<file path="src/rtl/ft_recovery_ctrl.sv">
// Fault-tolerant recovery controller: halts both cores and replays every golden
// register word into them. Define FT_RECOVERY_CNT_EN to add the err_count_o output.
module ft_recovery_ctrl #(
  parameter int ADDR_WIDTH = 5,
  parameter int DATA_WIDTH = 32
) (
  input  logic                  clk_i,
  input  logic                  rst_ni,
  input  logic                  fetch_block_i,
  output logic [ADDR_WIDTH-1:0] rd_addr_o,
  input  logic [DATA_WIDTH-1:0] rd_data_i,
  output logic                  halt_o,
  output logic                  restore_we_o,
  output logic [ADDR_WIDTH-1:0] restore_addr_o,
  output logic [DATA_WIDTH-1:0] restore_data_o,
  input  logic                  restore_ready_i,
  output logic                  done_o
`ifdef FT_RECOVERY_CNT_EN
  ,
  output logic [7:0]            err_count_o
`endif
);

  localparam logic [ADDR_WIDTH-1:0] LAST_ADDR = {ADDR_WIDTH{1'b1}};
  localparam logic [ADDR_WIDTH-1:0] ADDR_ONE  = ADDR_WIDTH'(1);

  typedef enum logic [2:0] {
    IDLE  = 3'd0,
    HALT  = 3'd1,
    READ  = 3'd2,
    WRITE = 3'd3,
    DONE  = 3'd4
  } state_e;

  state_e                  state_r, state_s;
  logic [ADDR_WIDTH-1:0]   cnt_r, cnt_s;
  logic                    pending_r, pending_s;
  logic                    load_s;
  logic                    enter_halt_s;
  logic                    halt_r, we_r, done_r;
  logic [ADDR_WIDTH-1:0]   raddr_r;
  logic [DATA_WIDTH-1:0]   rdata_r;

  // Next-state, counter and pending-request logic.
  always_comb begin
    state_s   = state_r;
    cnt_s     = cnt_r;
    pending_s = pending_r;
    load_s    = 1'b0;
    case (state_r)
      IDLE: begin
        if (fetch_block_i) state_s = HALT;
        else               state_s = IDLE;
      end
      HALT: begin
        cnt_s   = {ADDR_WIDTH{1'b0}};
        state_s = READ;
      end
      READ: begin
        load_s  = 1'b1;
        state_s = WRITE;
      end
      WRITE: begin
        if (restore_ready_i) begin
          if (cnt_r == LAST_ADDR) begin
            state_s = DONE;
          end else begin
            cnt_s   = cnt_r + ADDR_ONE;
            state_s = READ;
          end
        end else begin
          state_s = WRITE;
        end
      end
      DONE: begin
        // A request arriving during DONE counts as pending too.
        if (pending_r || fetch_block_i) state_s = HALT;
        else                            state_s = IDLE;
      end
      default: begin
        state_s = IDLE;
      end
    endcase

    enter_halt_s = (state_s == HALT);
    if (enter_halt_s) begin
      pending_s = 1'b0;
    end else if (fetch_block_i && (state_r != IDLE)) begin
      pending_s = 1'b1;
    end else begin
      pending_s = pending_r;
    end
  end

  // State, counter and registered Moore outputs.
  always_ff @(posedge clk_i or negedge rst_ni) begin
    if (!rst_ni) begin
      state_r   <= IDLE;
      cnt_r     <= {ADDR_WIDTH{1'b0}};
      pending_r <= 1'b0;
      halt_r    <= 1'b0;
      we_r      <= 1'b0;
      done_r    <= 1'b0;
      raddr_r   <= {ADDR_WIDTH{1'b0}};
      rdata_r   <= {DATA_WIDTH{1'b0}};
    end else begin
      state_r   <= state_s;
      cnt_r     <= cnt_s;
      pending_r <= pending_s;
      halt_r    <= (state_s != IDLE);
      we_r      <= (state_s == WRITE);
      done_r    <= (state_s == DONE);
      if (load_s) begin
        raddr_r <= cnt_r;
        rdata_r <= rd_data_i;
      end else begin
        raddr_r <= raddr_r;
        rdata_r <= rdata_r;
      end
    end
  end

`ifdef FT_RECOVERY_CNT_EN
  logic [7:0] err_cnt_r;

  // Saturating count of recovery walks started.
  always_ff @(posedge clk_i or negedge rst_ni) begin
    if (!rst_ni) begin
      err_cnt_r <= 8'd0;
    end else if (enter_halt_s && (err_cnt_r != 8'hFF)) begin
      err_cnt_r <= err_cnt_r + 8'd1;
    end else begin
      err_cnt_r <= err_cnt_r;
    end
  end

  assign err_count_o = err_cnt_r;
`endif

  assign rd_addr_o      = cnt_r;
  assign halt_o         = halt_r;
  assign restore_we_o   = we_r;
  assign restore_addr_o = raddr_r;
  assign restore_data_o = rdata_r;
  assign done_o         = done_r;

endmodule

</file>
<file path="config.mk">
export PLATFORM = sky130hd
export DESIGN_NAME = ft_recovery_ctrl
export DESIGN_NICKNAME = d
export VERILOG_FILES = /design/src/rtl/ft_recovery_ctrl.sv
export SDC_FILE = /design/constraint.sdc
export NUM_CORES = 1
export LEC_CHECK = 0
export CELL_PAD_IN_SITES_DETAIL_PLACEMENT = 1
export CELL_PAD_IN_SITES_GLOBAL_PLACEMENT = 1
export CORE_MARGIN = 2
export CORE_UTILIZATION = 31
export CTS_CLUSTER_DIAMETER = 30
export CTS_CLUSTER_SIZE = 25
export DETAILED_ROUTE_END_ITERATION = 10
export PLACE_DENSITY = 0.86
export SETUP_SLACK_MARGIN = 0.02
export SYNTH_ARGS = -nofsm -noshare
export SYNTH_HDL_FRONTEND = slang
export SYNTH_SLANG_ARGS = --single-unit
export TNS_END_PERCENT = 1
</file>
<file path="constraint.sdc">
create_clock -name clk_i -period 1.8 [get_ports clk_i]
set_clock_uncertainty 0.05 [all_clocks]
set_input_delay 0.18 -clock clk_i [delete_from_list [all_inputs] [get_ports clk_i]]
set_output_delay 0.18 -clock clk_i [all_outputs]
set_load 0.02 [all_outputs]
</file>
# Word level (Yosys, flattened, before mapping)
# Cells that the tools add are included.
word_totals:
  ram_bits: 0
  mem_bits_ro: 0
  memories: 0
  regBits: 49
  latch_bits: 0
  in_bits: 36
classes:
  n_reduce_logical: 8
  n_eq_ne: 10
  addsub: 1
  multipliers: 0
  n_div: 0
  n_bitwise: 0
  n_lt_le_gt_ge: 0
  muxes: 11
  n_shift: 0
ops:
  columns: ["op", "n"]
  rows:
  - ["case mux 3 bit (5 select lines)", 1]
  - ["2-to-1 mux 5 bit", 2]
  - ["case mux 5 bit (2 select lines)", 1]
  - ["== test 3 x 2 -> 1 bit, second input constant", 3]
  - ["== test 3 x 1 -> 1 bit, second input constant", 2]
  - ["== test 3 bit, second input constant", 2]
  - ["2-to-1 mux 3 bit", 2]
  - ["nonzero test 3 bit", 2]
  - ["adder 5 x 1 -> 5 bit, second input constant", 1]
  - ["== test 5 bit, second input constant", 1]
  - ["2-to-1 mux 1 bit", 5]
  - ["inequality test 2 bit, second input constant", 2]
  - ["nonzero test 2 bit", 2]
  - ["zero test 3 bit", 1]
  - ["AND reduction 3 bit", 1]
  - ["logical AND 1 bit", 1]
  - ["logical OR 1 bit", 1]

# Logic depth before layout (Yosys ltp)
# Gate-level depths: netlist of the first run.
depth:
  word_depth: 6
  depth_mapped: 6
  mapped_depth_nobuf: 6

# Least setup slack after synthesis of the first run
# Ideal clock, no wire load.
synth_path:
  path_type: "register to register"
  from: "register cnt_r[0], in the netlist rd_addr_o[0]"
  to: "register cnt_r[0], in the netlist rd_addr_o[0]"
  setup_ns: 0.125
  t_arrival_ns: 1.748
  path_stages_with_launch: 7
  period_less_slack_ns: 1.923
  path_buffers: 0
  setup_slack_ns: -0.123
  path_cell_list: "dfrtp_1 -> ha_1 -> and3_1 -> ha_1 -> nand2b_1 -> a21oi_2 -> mux2_2"
synth_between:
  elab_chain_cells: 4
  elab_cells_between_ends: 7
  classes_between: "add/sub: 1; eq/ne: 2; mux: 3; reduce/logical: 1"
synth_lines:
  columns: ["element", "line", "rtl"]
  rows:
  - ["from (decl)", "36", "logic [ADDR_WIDTH-1:0] cnt_r, cnt_s;"]
  - ["from (signal assigned)", "99", "cnt_r <= {ADDR_WIDTH{1'b0}};"]
  - ["from (signal assigned)", "108", "cnt_r <= cnt_s;"]
  - ["adder 5 x 1 -> 5 bit", "68", "cnt_s = cnt_r + ADDR_ONE;"]
  - ["2-to-1 mux 5 bit", "65", "if (cnt_r == LAST_ADDR) begin"]
  - ["2-to-1 mux 5 bit", "64", "if (restore_ready_i) begin"]
  - ["case mux 5 bit (2 select lines)", "50", "case (state_r)"]
# Parallel ways exist; a longest one is shown, timed or not. The select of a mux whose other input is x is not followed.
# A chain may end at the register's enable or synchronous reset.

# Final worst setup path of the first run
layout_path:
  from: "register cnt_r[1], in the netlist rd_addr_o[1]"
  to: "register cnt_r[4], in the netlist rd_addr_o[4]"
# The elaborated chain is that of the path after synthesis.

==> metrics.md, run 1 <==
| Metric | Value |
|---|---|
| Gpl congestion | `0.7027` |
| FF-to-FF Start | `rd_addr_o[1]` |
| Min Clock Period, post-route | `1.761 ns` |
| Type of the worst min-delay path | `primary input to asynchronous set/reset pin` |
| Ports | `a little over 80` |
| Post-layout util | `0.4778` |
| Most common cell after layout, fill and taps aside | `clkdlybuf4s50_1` |
| Total grt overflow | `0` |
| Commonest cells after routing, fill and taps aside | `clkdlybuf4s50_1, dfrtp_1, mux2_4, mux2_2` |
| Avg Vias per Cell | `4.664` |
| CP startpoint | `rd_addr_o[1]` |
| Critical Path Start Type | `register` |
| Critical Path Sink Type | `register` |
| Design Power | `around 0.0045 W` |
| Critical path type | `register to register` |
| Post-CTS Setup Repair Bufs | `0` |
| R2r setup slk | `0.04 ns` |
| Clock slew at reported path FFs | `0.09 ns` |
| Num CTS Buffers | `5` |
| Total Routing Usage GR | `0.1334` |
| Unique masters post-synth | `29` |
| Die area | `7540 um^2` |
| Peak supply drop | `0.0007255 V` |
| TritonCTS clock tree | `built` |
| Final ANT Viol Nets | `0` |
| Seq/Total Area, Yosys | `0.5765` |
| Final wirelength | `4777 um` |
| Core Box Area | `6719 um^2` |
| Max Transition Viols Final | `0` |
| Max transition margin | `0.6825` |
| R2R cell count | `6` |
| Largest net degree at the start of global routing | `32` |
| Post-Syn Instances | `130` |
| Die height | `86.84 um` |
| Sw frac | `0.3125` |
| RSZ-0062 raised after global routing | `true` |
| Routed vias | `1404` |
| Setup-failing EPs final | `0` |
| Vias in the first global route | `between 1500 and 2000` |
| First-pass GRT wire length | `between 7000 and 8000 um` |
| Fillers | `a little under 700` |
| Initial antenna violation count | `0` |
| Syn-to-layout area delta | `50.94%` |
| Setup TNS Final | `0 ns` |
| Hpwl dp | `3555 um` |
| Sequential power share | `0.361` |
| Synthesized cell area | `2127 um^2` |
| Synth Register Bits | `49` |
| Final nets | `258` |
| Final setup margin | `0.03860 ns` |
| Area of the multi-input gates | `837.1 um^2` |
| CP arrival | `~1.9 ns` |
| Worst-path maximum fanout | `3` |
| R2r endpoint | `rd_addr_o[4]` |
| DR WL/cell | `15.87 um` |
| Hold Violations, Final | `0` |
| PortBufs | `80` |
| Initial core utilization | `0.3166` |
| P_leak | `around 1.4 nW` |
| Int Pwr | `0.003081 W` |
| Critical Path RT | `1.94 ns` |
| Cell area power density | `1396 nW/um^2` |
| Sw power | `0.001400 W` |
| Slew @ Worst Pin | `0.4762 ns` |
| Synth Net Count | `between 150 and 200` |
| Std cell rows | `30` |
| # diodes | `0` |
| Share of cells above drive strength 1 | `0.2986` |
| Fin crit share | `0.9786` |
| Seq. cell area | `1229 um^2` |
| Fmax achieved | `0.5677 GHz` |
| Ys Warns | `0` |
| Outcome | `finished clean` |
| CTS sink count | `49` |
| Biggest area consumer among synthesized cells | `dfrtp_1` |
| First-pass DRT Iterations | `4` |
| Number of max-cap violations | `0` |
| H-Tree Depth | `2` |
| Share of the synthesized area in the top cell type | `0.5765` |
| Mean Syn Cell Area | `16.36 um^2` |
| DR iter-0 viols | `19` |
| Combinational power share | `0.434` |
| Latest clock arrival within the worst-skew pair | `around 0.30 ns` |
| Synth top area cells | `dfrtp_1, mux2_4, mux2_2` |
| Clock power frac | `0.205` |
| Longest Clk Path Bufs | `2` |
| Root Driver | `clkbuf_8` |
| Drt drc | `0` |
| Post-Place Setup Slack | `0.02514 ns` |
| Die W | `86.84 um` |
[what timing repair did]
item	CTS	global route
pin swaps	1	1
hold buffers	1	0
setup endpoints to repair	2	5
resized for setup	1	1
endpoints found under the hold margin	18	0
[synthesized netlist by cell type]
cell,count
inv_1,2
a21oi_1,1
a41oi_1,1
mux2i_1,2
buf_12,3
dfrtp_1,49
nand3_1,1
mux2_2,10
nand2b_4,1
o21ai_0,3
ha_1,2
and3_1,1
a211oi_1,2
mux2_4,30
o21bai_1,2
nand2_1,2
a21oi_2,1
or2_1,1
o21a_1,1
nor3_1,3
nor3b_1,2
nor2_8,1
o311ai_0,1
o31ai_1,1
buf_6,1
nor2_1,1
buf_2,2
nand2b_1,2
a21o_1,1
[area by class of cell]
cell class	instances	area share
sequential	49	0.3827
clock inverter	3	0.02026
inverter	2	0.002338
timing repair buffer	89	0.2814
tap	80	0.03118
clock buffer	5	0.02143
multi-input combinational	73	0.2607
[metrics by stage]
stage	instance area [um^2]	hold slack [ns]	instances
after floorplan	2147	-0.1656	130
final	3211	0.3213	301
after global routing	3211	0.3464	301
after global placement	3059	0.1039	292
after CTS	3206	0.3233	301
after detailed placement	3059	0.1207	292
[layer usage]
layer	GRT usage	routed length, um
met4	0.03835	52
met3	0.04000	287
met5	0	0
met1	0.1748	2155
met2	0.2137	2281
[flip-flops by register name, summed over array words and instances (netlist names)]
signal / flops
restore_data_o: 32
rd_addr_o: 5
restore_addr_o: 5
state_r: 3
done_o: 1
halt_o: 1
pending_r: 1
restore_we_o: 1
[power groups by stage]
stage               clock, W  sequential (W)  combinational, W
finish              0.000919         0.00162           0.00194
global route         0.00102         0.00167           0.00206
CTS                 0.000958         0.00163           0.00197
detailed placement         0         0.00164           0.00196
global placement           0         0.00162           0.00192
floorplan                  0         0.00202          0.000650
[worst max-delay path: stages, from the launching register on]
cell and delay [ns]:
dfrtp_2 0.41, ha_2 0.18, and3_1 0.15, ha_2 0.18, nand2b_4 0.16, a21oi_4 0.16
mux2_2 0.36
[worst max path at each step]
stage	end	depth (start not counted)
finish	rd_addr_o[4]	6
global route	rd_addr_o[0]	6
CTS	rd_addr_o[4]	6
detailed placement	rd_addr_o[4]	6
global placement	rd_addr_o[1]	6
floorplan	rd_addr_o[0]	6
[logic make-up (layout without fill, tap and decap cells)]
| group | count (synthesis) | in the layout | synth area share |
|---|---|---|---|
| compound gates | 14 | 14 | 0.04647 |
| fa+ha+maj | 2 | 2 | 0.01176 |
| buf+inv | 8 | 99 | 0.04177 |
| flops | 49 | 49 | 0.5765 |
| mux | 42 | 42 | 0.2741 |
| simple gates | 15 | 15 | 0.04941 |
Note: power is estimated with default switching activity, not from simulation.
==> run 2: changes to the inputs <==
--- a/config.mk
+++ b/config.mk
@@ -8,11 +8,12 @@
 export CELL_PAD_IN_SITES_DETAIL_PLACEMENT = 1
 export CELL_PAD_IN_SITES_GLOBAL_PLACEMENT = 1
 export CORE_MARGIN = 2
-export CORE_UTILIZATION = 31
+export CORE_UTILIZATION = 35
 export CTS_CLUSTER_DIAMETER = 30
 export CTS_CLUSTER_SIZE = 25
 export DETAILED_ROUTE_END_ITERATION = 10
-export PLACE_DENSITY = 0.86
+export HOLD_SLACK_MARGIN = 0.05
+export PLACE_DENSITY = 0.91
 export SETUP_SLACK_MARGIN = 0.02
 export SYNTH_ARGS = -nofsm -noshare
 export SYNTH_HDL_FRONTEND = slang
==> constraint.sdc (replaced) <==
create_clock -name clk_i -period 1.75 [get_ports clk_i]
set_clock_uncertainty 0.05 [all_clocks]
set_input_delay 0.175 -clock clk_i [delete_from_list [all_inputs] [get_ports clk_i]]
set_output_delay 0.175 -clock clk_i [all_outputs]
set_load 0.02 [all_outputs]
==> metrics.md, run 2 (synthesis results as in run 1) <==
| Metric | Value |
|---|---|
| Outcome | `complete, but fails checks` |
| Violated checks | `setup timing` |
| Post-Layout Cell Count | `300` |
| Sw frac | `0.3298` |
| Combinational power share | `0.465` |
| Vias in the first global route | `1515` |
| Initial core utilization | `0.3614` |
| Total Routing Usage GR | `0.1564` |
| Type of the worst min-delay path | `primary input to asynchronous set/reset pin` |
| Delay of the slowest critical-path stage | `about 0.45 ns` |
| Drt drc | `0` |
| Sw power | `0.001491 W` |
| Fin crit share | `1.018` |
| Area of the multi-input gates | `873.3 um^2` |
| Largest register FFs | `32` |
| Share of cells above drive strength 1 | `0.3156` |
| Critical Path Start Type | `register` |
| Min Hold Slack | `0.3420 ns` |
| Max Transition Viols Final | `0` |
| Num CTS Buffers | `5` |
| Die area | `between 6000 and 7000 um^2` |
| Std cell rows | `28` |
| Syn-to-layout area delta | `52.71%` |
| Post-Place Setup Slack | `-0.03470 ns` |
| CP Buf/Inv Count | `0` |
| Final nets | `262` |
| Int Pwr | `between 0.003 and 0.004 W` |
| First-pass DRT Iterations | `3` |
| Core Box Area | `5886 um^2` |
| Max transition margin | `0.7374` |
| Critical path type | `register to register` |
| # placed instances | `around 290` |
| H-Tree Depth | `2` |
| Final setup margin | `-0.03120 ns` |
| Final wirelength | `5045 um` |
| Number of max-cap violations | `0` |
| Ports | `81` |
| Latest clock arrival within the worst-skew pair | `0.30 ns` |
| Clock slew at reported path FFs | `~0.09 ns` |
| DR iter-0 viols | `20` |
| Min Clock Period, post-route | `approximately 1.8 ns` |
| Die W | `81.96 um` |
| Gpl congestion | `0.7251` |
| Critical Path Sink Type | `register` |
| Initial antenna violation count | `0` |
| Peak supply drop | `around 0.00085 V` |
| Setup-failing EPs final | `4` |
| Root Driver | `clkbuf_8` |
| P_leak | `1.396 nW` |
| Routed vias | `around 1400` |
| CTS sink count | `between 40 and 50` |
| Fmax achieved | `0.5614 GHz` |
| Die height | `81.96 um` |
| Critical Path RT | `1.89 ns` |
| Final ANT Viol Nets | `0` |
| PortBufs | `80` |
| RSZ-0062 raised after global routing | `true` |
| Longest Clk Path Bufs | `2` |
| TritonCTS clock tree | `built` |
| DR WL/cell | `16.82 um` |
| Seq. cell area | `1229 um^2` |
| CP arrival | `1.92 ns` |
| Clock power frac | `0.159` |
| Cell area power density | `1392 nW/um^2` |
| Fillers | `580` |
| Delay-heaviest family, CP | `flip-flops` |
| Hold Violations, Final | `0` |
| Largest net degree at the start of global routing | `50` |
| Critical path's most frequent cell | `ha_4` |
| Max stage delay cell, worst path | `dfrtp_2` |
| CP cell instances | `ha_4 -> and3_4 -> ha_4 -> nand2b_4 -> a21oi_4 -> mux2_4` |
| Slew @ Worst Pin | `0.3939 ns` |
| First-pass GRT wire length | `7769 um` |
| Hpwl dp | `3580 um` |
| Total grt overflow | `0` |
| Worst-path maximum fanout | `3` |
| Avg Vias per Cell | `4.707` |
| Commonest cells after routing, fill and taps aside | `clkdlybuf4s50_1, dfrtp_1, mux2_4, buf_4` |
| Sequential power share | `0.376` |
| # diodes | `0` |
| Most common cell after layout, fill and taps aside | `clkdlybuf4s50_1` |
## run 2: changes by cell type in the layout (fill, tap and decap cells not counted), sizes merged
| cell | before | now |
|---|---|---|
| clkdlybuf4s50 | 79 | 77 |
| bufinv | 2 | 0 |
| clkbuf | 5 | 7 |
| buf | 9 | 13 |
| dlygate4sd2 | 0 | 2 |
## run 2: area by class of cell
cell class	instances	area share
clock buffer	7	0.02966
clock inverter	1	0.001541
tap	75	0.02889
timing repair buffer	93	0.2904
inverter	2	0.002311
sequential	49	0.3783
multi-input combinational	73	0.2689
## run 2: worst paths after layout
check	endpoint	depth (start not counted)	start	slack [ns]
min in group clk_i	restore_data_o[0]	2	rd_data_i[0]	0.44
max	rd_addr_o[4]	6	rd_addr_o[0]	-0.03
max in group asynchronous	rd_addr_o[0]	3	rst_ni	1.07
max reg2reg	rd_addr_o[4]	6	rd_addr_o[0]	-0.03
min reg2reg	pending_r	1	pending_r	0.45
min	restore_data_o[26]	3	rst_ni	0.34
## run 2: routing by layer
metal	vias to the layer above	routed length (um)	GRT usage
met2	56	2615	0.2854
met3	2	374	0.05165
met1	705	2038	0.1770
met4	0	15	0.03333
met5	-	0	0
li1	649	-	-
## run 2: tightest hold or removal path, cell delays in order
cell	delay, ns
dlygate4sd3_1	0.52
buf_2	0.12
buf_12	0.26
## run 2: timing repair
action                                  4_1_cts  5_1_grt
resized for setup                             8        1
endpoints found under the setup margin        5        5
cloned                                        0        0
setup buffers                                 3        1
pin swaps                                     1        2
hold buffers                                  1        0
endpoints found under the hold margin        49        0
## run 2: power by group through the flow
stage	logic [W]	registers (W)	clock network, W
4_1_cts	0.00210	0.00169	0.000746
3_3_place_gp	0.00199	0.00167	0
2_1_floorplan	0.000669	0.00208	0
3_5_place_dp	0.00203	0.00170	0
6_report	0.00210	0.00170	0.000719
5_1_grt	0.00222	0.00175	0.000798
## run 2: per-stage QoR
step                  util  area (um^2)  total power, W  setup TNS, ns
floorplan                -         2150        0.002749       -0.01216
global placement    0.5213         3068        0.003653              0
detailed placement  0.5213         3068        0.003723       -0.09705
CTS                 0.5497         3236        0.004534       -0.05534
global route        0.5519         3248        0.004764        -0.2668
finish              0.5519         3248        0.004520       -0.07965
==> run 3: changes to the inputs <==
--- a/config.mk
+++ b/config.mk
@@ -8,12 +8,14 @@
 export CELL_PAD_IN_SITES_DETAIL_PLACEMENT = 1
 export CELL_PAD_IN_SITES_GLOBAL_PLACEMENT = 1
 export CORE_MARGIN = 2
-export CORE_UTILIZATION = 35
+export CORE_UTILIZATION = 49
 export CTS_CLUSTER_DIAMETER = 30
 export CTS_CLUSTER_SIZE = 25
 export DETAILED_ROUTE_END_ITERATION = 10
+export DONT_BUFFER_PORTS = 1
 export HOLD_SLACK_MARGIN = 0.05
-export PLACE_DENSITY = 0.91
+export MAX_ROUTING_LAYER = met4
+export PLACE_DENSITY = 0.88
 export SETUP_SLACK_MARGIN = 0.02
 export SYNTH_ARGS = -nofsm -noshare
 export SYNTH_HDL_FRONTEND = slang
==> metrics.md, run 3 (synthesis results as in run 1) <==
| Metric | Value |
|---|---|
| Std cell rows | `23` |
| Largest net degree at the start of global routing | `50` |
| Post-Place Setup Slack | `-0.04705 ns` |
| P_leak | `1.212 nW` |
| Fin crit share | `0.9932` |
| Commonest cells after routing, fill and taps aside | `dfrtp_1, dlygate4sd3_1, mux2_4, buf_4, mux2_2` |
| Die W | `69.89 um` |
| Hpwl dp | `roughly 3000 um` |
| Min Clock Period, post-route | `around 1.7 ns` |
| R2r endpoint | `rd_addr_o[1]` |
| Gpl congestion | `0.7413` |
| Hold Violations, Final | `0` |
| Type of the worst min-delay path | `primary input to register` |
| Num CTS Buffers | `5` |
| Drt drc | `0` |
| Min Hold Slack | `0.1293 ns` |
| TritonCTS clock tree | `built` |
| CTS sink count | `49` |
| Critical Path Start Type | `register` |
| Max transition margin | `0.7575` |
| Post-layout util | `0.6733` |
| Die height | `69.89 um` |
| DR WL/cell | `22.41 um` |
| Syn-to-layout area delta | `29.35%` |
| Fmax achieved | `0.5753 GHz` |
| Ports | `81` |
| First-pass GRT wire length | `8183 um` |
| Critical Path RT | `1.88 ns` |
| R2r setup slk | `between 0.01 and 0.015 ns` |
| Longest Clk Path Bufs | `2` |
| PortBufs | `0` |
| Critical path type | `register to register` |
| Final wirelength | `5088 um` |
| Cell area power density | `roughly 1500 nW/um^2` |
| Total grt overflow | `0` |
| # diodes | `0` |
| Root Driver | `clkbuf_8` |
| FF-to-FF Start | `rd_addr_o[0]` |
| Setup crit end | `rd_addr_o[1]` |
| Slew @ Worst Pin | `0.3637 ns` |
| R2R cell count | `6` |
| DR iter-0 viols | `70` |
| Vias in the first global route | `approximately 1400` |
| RSZ-0062 raised after global routing | `true` |
| Final nets | `214` |
| Die area | `4884 um^2` |
| Clock slew at reported path FFs | `0.08 ns` |
| Peak supply drop | `~0.0010 V` |
| Most common cell after layout, fill and taps aside | `dfrtp_1` |
| First-pass DRT Iterations | `4` |
| Setup-failing EPs final | `0` |
| Core Box Area | `4086 um^2` |
| Initial antenna violation count | `0` |
| Share of cells above drive strength 1 | `0.3842` |
| Initial core utilization | `0.5205` |
| Critical Path Sink Type | `register` |
| Fillers | `360` |
| Number of max-cap violations | `0` |
| Final setup margin | `between 0.01 and 0.015 ns` |
| Routed vias | `1249` |
| Final ANT Viol Nets | `0` |
| Outcome | `finished clean` |
| CP startpoint | `rd_addr_o[0]` |
| Largest register FFs | `32` |
| Worst-path maximum fanout | `3` |
| Avg Vias per Cell | `5.502` |
| H-Tree Depth | `2` |
| CP arrival | `1.87 ns` |
| Max Transition Viols Final | `0` |
| Total Routing Usage GR | `0.2270` |
| Latest clock arrival within the worst-skew pair | `0.29 ns` |
==> run 3: area by class of cell <==
type                    count  area, um^2  area share
repair buffers             45       457.9      0.1664
clock buffers               7       86.33     0.03138
multi-input cells          73       878.3      0.3192
well taps                  50       62.56     0.02274
flip-flops and latches     49        1229      0.4466
inverters                   2       7.507    0.002729
clock inverters             1       30.03     0.01091
==> run 3: per-stage QoR <==
stage               instances  setup TNS (ns)  power, W  instance area [um^2]
floorplan                 130        -0.01216  0.002749                  2150
global placement          182               0  0.002929                  2203
detailed placement        182         -0.1195  0.003022                  2203
CTS                       227        -0.03418  0.004010                  2746
global route              227        -0.07181  0.004200                  2751
finish                    227               0  0.004004                  2751
==> run 3: per-layer routing <==
layer  part of all wire  up-vias  GRT usage
li1                   -      549          -
met1               0.39      650     0.2567
met2               0.54       48     0.3989
met3              0.067        2    0.06638
met4             0.0031        0    0.05128
met5                  0        -          -
==> run 3: worst min path at each step <==
stage | slack [ns] | from | endpoint | depth (start not counted)
finish | 0.13 | fetch_block_i | state_r[0] | 2
CTS | 0.12 | fetch_block_i | state_r[0] | 2
global placement | -0.17 | rst_ni | restore_data_o[9] | 0
global route | 0.15 | restore_ready_i | rd_addr_o[2] | 3
floorplan | -0.17 | rst_ni | done_o | 0
detailed placement | -0.17 | rst_ni | restore_data_o[4] | 0
==> run 3: where the power goes <==
| part | internal, W | total [W] | leakage (nW) | switching [W] |
|---|---|---|---|---|
| clock network | 0.000466 | 0.000824 | 0.0585 | 0.000358 |
| registers | 0.00146 | 0.00207 | 0.568 | 0.000608 |
| logic | 0.000661 | 0.00111 | 0.585 | 0.000452 |
==> run 3: timing repair <==
| action | 4_1_cts | 5_1_grt |
|---|---|---|
| hold buffers | 36 | 0 |
| setup buffers | 1 | 0 |
| resized for setup | 7 | 1 |
| pin swaps | 2 | 1 |
| endpoints found under the setup margin | 5 | 4 |
| endpoints found under the hold margin | 86 | 0 |
==> run 3: critical path: stages (launching register included) <==
cell and delay (ns):
dfrtp_2 0.43, ha_4 0.17, and3_4 0.15, ha_4 0.15
nand2b_4 0.16, a21oi_4 0.20, mux2_4 0.32
